==> config.mk <==
export PLATFORM = sky130hd
export DESIGN_NAME = upscaler
export DESIGN_NICKNAME = d
export VERILOG_FILES = /design/src/rtl/upscaler_pkg.sv /design/src/rtl/upscaler_line_buf.sv /design/src/rtl/upscaler.sv
export SDC_FILE = /design/constraint.sdc
export NUM_CORES = 1
export LEC_CHECK = 0
export ABC_AREA = 1
export BUFFER_PORTS_ARGS = -buffer_cell sky130_fd_sc_hd__buf_2
export CELL_PAD_IN_SITES_DETAIL_PLACEMENT = 0
export CELL_PAD_IN_SITES_GLOBAL_PLACEMENT = 2
export CORE_AREA = 2 2 65 79
export CTS_CLUSTER_SIZE = 14
export DETAILED_ROUTE_END_ITERATION = 6
export DIE_AREA = 0 0 67 81
export GPL_TIMING_DRIVEN = 0
export PLACE_DENSITY = 0.85
export SLEW_MARGIN = 10
export SYNTH_ARGS = -nofsm -noshare
export SYNTH_HDL_FRONTEND = slang
export SYNTH_HIERARCHICAL = 1
export SYNTH_SLANG_ARGS = --single-unit
==> constraint.sdc <==
create_clock -name clk -period 1.77 [get_ports clk]
set_input_delay 0.354 -clock clk [delete_from_list [all_inputs] [get_ports clk]]
set_output_delay 0.354 -clock clk [all_outputs]
set_load 0.02 [all_outputs]
==> src/rtl/upscaler_pkg.sv <==
// upscaler_pkg: shared types and kernel arithmetic for the upscaler smoothing stage.
package upscaler_pkg;
  localparam int CH_W = 8;
  localparam int ROUND = 8;
  localparam int SHIFT = 4;
  localparam int LATENCY = 2;
  localparam int KERN [3] = '{1, 2, 1};
  typedef logic [3*CH_W-1:0] rgb_t;
  typedef rgb_t [2:0] col_t;
  // Separable binomial weights: KERN[i]*KERN[j] gives [1 2 1; 2 4 2; 1 2 1].
  function automatic rgb_t kernel(input col_t [2:0] w);
    rgb_t r;
    logic [11:0] s;
    r = '0;
    for (int ch = 0; ch < 3; ch++) begin
      s = 12'(ROUND);
      for (int i = 0; i < 3; i++)
        for (int j = 0; j < 3; j++)
          s = s + 12'(KERN[i] * KERN[j]) * 12'(w[i][j][ch*CH_W +: CH_W]);
      r[ch*CH_W +: CH_W] = CH_W'(s >> SHIFT);
    end
    return r;
  endfunction
endpackage

==> src/rtl/upscaler_line_buf.sv <==
// upscaler_line_buf: one-line RGB store, combinational read of the addressed column before the clocked write.
module upscaler_line_buf
  import upscaler_pkg::*;
#(
  parameter int DEPTH = 1152
) (
  input  logic                     clk,
  input  logic                     we_i,
  input  logic [$clog2(DEPTH)-1:0] addr_i,
  input  rgb_t                     wdata_i,
  output rgb_t                     rdata_o
);
  rgb_t mem_q [DEPTH];
  always_ff @(posedge clk)
    if (we_i) mem_q[addr_i] <= wdata_i;
  assign rdata_o = mem_q[addr_i];
endmodule

==> src/rtl/upscaler.sv <==
// upscaler: causal 3x3 binomial smoothing of the replicated RGB stream, 2-cycle latency.
// UPSCALER_SMOOTH_EN enables the filter; without it the pixel is only delayed.
module upscaler
  import upscaler_pkg::*;
#(
  parameter int IMG_W = 384,
  parameter int IMG_H = 216,
  parameter int SCALE = 3
) (
  input  logic        clk,
  input  logic        rst,
  input  logic [23:0] pixel_in,
  input  logic        input_valid,
  output logic [23:0] pixel_out,
  output logic        output_valid
);
  logic [LATENCY-1:0] vld_q;
  always_ff @(posedge clk or posedge rst)
    if (rst) vld_q <= '0;
    else vld_q <= {vld_q[LATENCY-2:0], input_valid};
  assign output_valid = vld_q[LATENCY-1];
`ifdef UPSCALER_SMOOTH_EN
  localparam int LINE_W = IMG_W * SCALE;
  localparam int LINE_H = IMG_H * SCALE;
  localparam int XW = $clog2(LINE_W);
  localparam int YW = $clog2(LINE_H);
  logic [XW-1:0] x_q, x_d;
  logic [YW-1:0] y_q, y_d;
  rgb_t row1, row2, r1, r2, out_q;
  col_t [2:0] win_q, win_d;
  upscaler_line_buf #(.DEPTH(LINE_W)) u_lb1 (
    .clk(clk), .we_i(input_valid), .addr_i(x_q), .wdata_i(pixel_in), .rdata_o(row1)
  );
  upscaler_line_buf #(.DEPTH(LINE_W)) u_lb2 (
    .clk(clk), .we_i(input_valid), .addr_i(x_q), .wdata_i(row1), .rdata_o(row2)
  );
  // Rows above the frame top and columns left of the line start clamp to row/column 0,
  // so buffer contents from a previous frame or power-up are never selected.
  always_comb begin
    x_d = (x_q == XW'(LINE_W - 1)) ? '0 : x_q + 1'b1;
    y_d = (x_q != XW'(LINE_W - 1)) ? y_q : (y_q == YW'(LINE_H - 1)) ? '0 : y_q + 1'b1;
    r1 = (y_q != '0) ? row1 : pixel_in;
    r2 = (y_q > YW'(1)) ? row2 : r1;
    win_d[0] = {r2, r1, pixel_in};
    win_d[1] = (x_q == '0) ? win_d[0] : win_q[0];
    win_d[2] = (x_q == '0) ? win_d[0] : (x_q == XW'(1)) ? win_q[0] : win_q[1];
  end
  always_ff @(posedge clk or posedge rst)
    if (rst) begin
      x_q <= '0;
      y_q <= '0;
      win_q <= '0;
      out_q <= '0;
    end else begin
      if (input_valid) begin
        x_q <= x_d;
        y_q <= y_d;
        win_q <= win_d;
      end
      if (vld_q[0]) out_q <= kernel(win_q);
    end
  assign pixel_out = out_q;
`else
  rgb_t [LATENCY-1:0] pipe_q;
  always_ff @(posedge clk or posedge rst)
    if (rst) pipe_q <= '0;
    else pipe_q <= {pipe_q[LATENCY-2:0], pixel_in};
  assign pixel_out = pipe_q[LATENCY-1];
`endif
endmodule

Yosys cells after proc, flatten, opt, wreduce, memory -nomap -nowiden
Cells that the tools add are included.
{ "word_totals": {"word_cells": 3, "output_inout_bits": 25, "ff_bits": 50, "inputBits": 27} }

Depth between registers and ports, before layout
{ "logic_depth": {"depth_word": 0, "ltp_mapped": 1} }

Worst setup path before layout
Ideal clock, no wire load.
{ "synth_timing": {"path_type": "reg-to-output", "from": "register pipe_q (netlist bit pixel_out[0])", "to": "output port pixel_out[0]", "path_slack_ns": 0.934, "arrival_ns": 0.482, "path_stages_with_launch": 2, "path_buffers": 1, "cell_sequence": "dfrtp_1 > buf_4"} }
{ "synth_rtl": {"columns": ["element", "line_no", "rtl"], "rows": [
  ["start, declared", "upscaler.sv:64", "rgb_t [LATENCY-1:0] pipe_q;"],
  ["start signal, assigned", "upscaler.sv:67", "else pipe_q <= {pipe_q[LATENCY-2:0], pixel_in};"],
  ["end, declared", "upscaler.sv:14", "output logic [23:0] pixel_out,"]
]} }
No word-level cell between the ends.

Final worst setup path
{ "layout_timing": {"from": "register pipe_q (netlist bit pixel_out[21])", "to": "output port pixel_out[21]"} }
No word-level cell between the ends.

==> flow_summary.toml <==
[floorplanning]
placementRows = 28
io-pin-count = 52
floorplan.die.height_um = 81
placeableCoreArea_mm2 = 0.004765
initial_core_util_pct = 30.12
dieArea_mm2 = 0.005427
die_w_um = 67

[critical_path]
crit_path_max_incr_delay_ps = 380
worstPathCellList = "buf_4 -> buf_2"
regToRegStartpoint = "pipe_q[9]"
timing.critical_path.arrival_ps = 940
critical-path-slowest-cell = "sky130_fd_sc_hd__dfrtp_1"
required_time_worst_endpoint_ps = 1420
regToRegEndpoint = "pixel_out[9]"
cpLargestDelayFamily = "flip-flops"
path_buf_inv = 2
r2r_cells = 0
critPathCaptureType = "output port"
reg2reg_setup_slack_ps = 1280
startpoint_class = "flip-flop"
crit_path_max_fanout = 1
ws_path_type = "reg2out"

[synth]
synth_area_per_cell_um2 = 19.14
synth.top_cell.area_share_pct = 87.18
synthesis.yosys.warnings = 6
synth_top_cell_by_area = "sky130_fd_sc_hd__dfrtp_1"
syn_inst = 75
synth_seq_cells = 50
seq_area_frac_synth_pct = 87.18
synth_area_mm2 = 0.001435
yosysUniqueCellTypes = 3
ys_top_cells_by_area = "sky130_fd_sc_hd__dfrtp_1 (87%), sky130_fd_sc_hd__buf_4 (13%), sky130_fd_sc_hd__inv_1 (0.26%)"
synthesis.nets = 102

[sta]
achievable-frequency_ghz = 0.7733
final-max-slew-violation-count = 0
rsz0062_at_grt = "no"
setup_tns_ps = 0
finalSetupViolCount = 0
postLayoutSetupSlackWorst_ps = 476.8
final.setup_skew_ps = 2.526
count_of_final_hold_check_violations = 0
worstMarginPinSlew_ps = 219.3
max_slew_margin_pct = 85.38
period_share_pct = 73.06
period_needed_ps = 1293

[grt]
top_usage_layer = "met2"
maximum_number_of_pins_on_one_net_before_global_route_repair = 45
globalRouteMet3Util_pct = 2.216
fraction_of_met2_tracks_used_by_global_routing_pct = 12.28
total_grt_overflow = 0
gr_usage_total_pct = 7.785
grtUsageMet1_pct = 9.008
global_route_wire_length_before_repair_um = 3070
antenna_found_initial = 0
first_global_vias = 722

[route]
vias = 685
drtIter0Drc = 13
final_antenna_net_count = 0
route.final.wire_length_um = 1959
drt_first_pass_iters = 2
routed_wire_length_per_instance_um = 9.995
drc = 0
viasPerCell = 3.495

[worst_hold_path]
holdCritStartpoint = "pixel_in[11]"
whs_endpoint = "pipe_q[11]"
worstHoldPathCells = 1
hold_path_class = "in2reg"

[layout]
multiInputGateArea_um2 = 0
share_of_post_route_cells_with_drive_strength_above_1_pct = 62.50
design.final.nets = 162
nMultiInputCombCells = 0
final_cell_area_excluding_filler_cells_mm2 = 0.001901
area_growth_syn_to_layout_pct = 32.43
diodes = 0

[job]
max_cap_viols = 0

[cts]
setup_bufs_post_cts = 0
number_of_buffers_added_by_the_clock_tree_synthesis_step = 5
clock_tree.root_cell = "sky130_fd_sc_hd__clkbuf_8"
cts.sinks = 50
clkSlewWorstSetupHoldPaths_ps = 90
clock_path_buffers = 2
worstSkewPairLatency_ps = 290
tritoncts = "built"
cts_htree_levels = 2

[place]
rd_place_congestion = 0.6027
dpl_worst_slack_ps = 793.7
place.port_buffers = 51
cell_area_reported_after_detailed_placement_mm2 = 0.001785

[pwr]
p_total_w = 0.002067
power.ir.vdd_worst_v = 0.0005065
leakagePower_nw = 0.9708
power_per_cell_area_mw_per_mm2 = 1087

[status]
outcome = "completed"
sequential cells by signal (all words and copies together) (netlist names):
| name | count |
|---|---|
| pipe_q | 24 |
| pixel_out | 24 |
| vld_q | 2 |
per-stage QoR:
step | hold slack, ps | std cells | utilization [%]
5_1_grt | 148.4 | 196 | 39.89
2_1_floorplan | 331.2 | 75 | -
4_1_cts | 152.4 | 196 | 39.89
6_report | 164.7 | 196 | 39.89
3_5_place_dp | 263.9 | 187 | 37.47
3_3_place_gp | 331.6 | 186 | 37.05
cells in the final DEF (no fill, tap or decap), drive strengths merged:
cell / n
dfrtp: 50
inv: 1
dlygate4sd3: 1
clkbuf: 7
buf: 76
clkinv: 1
worst max path at each step:
| stage | from | end | cells past startpoint |
|---|---|---|---|
| floorplan | rst | pipe_q[0] | 1 |
| finish | pixel_out[21] | pixel_out[21] | 2 |
| global placement | rst | pipe_q[12] | 2 |
| CTS | pixel_out[21] | pixel_out[21] | 2 |
| detailed placement | pixel_out[21] | pixel_out[21] | 2 |
| global route | pixel_out[21] | pixel_out[21] | 2 |
cell families (layout without fill, tap and decap cells):
kind of cell  count (synthesis)  in the layout  synth area share, %
flops                        50             50                87.18
buf+inv                      25             86                12.82
metal layers:
metal  vias up  part of all wire (%)
met3         2                   6.8
met4         0                   1.4
met5         -                     0
met1       335                    37
li1        319                     -
met2        29                    55
cell type report:
type / instances / area [µm²]
flip-flops and latches: 50 / 1251
clock inverters: 1 / 8.758
clock buffers: 7 / 96.34
well taps: 60 / 75.07
fillers: 470 / 2864
repair buffers: 53 / 285.3
inverters: 1 / 3.754
plain buffers: 24 / 180.2
where the power goes:
part | leakage (nW) | switching (W) | internal [W]
Clock | 0.0544 | 0.000335 | 0.000358
Combinational | 0.334 | 0.0000830 | 0.0000778
Sequential | 0.583 | 0.0000147 | 0.00120
synth_stat cells:
cell,instances
sky130_fd_sc_hd__buf_4,24
sky130_fd_sc_hd__dfrtp_1,50
sky130_fd_sc_hd__inv_1,1
what timing repair did:
action,CTS,global route
hold buffers,1,0
endpoints found under the hold margin,6,0
gates resized for setup,0,0
Power figures use the tool's default switching activity.
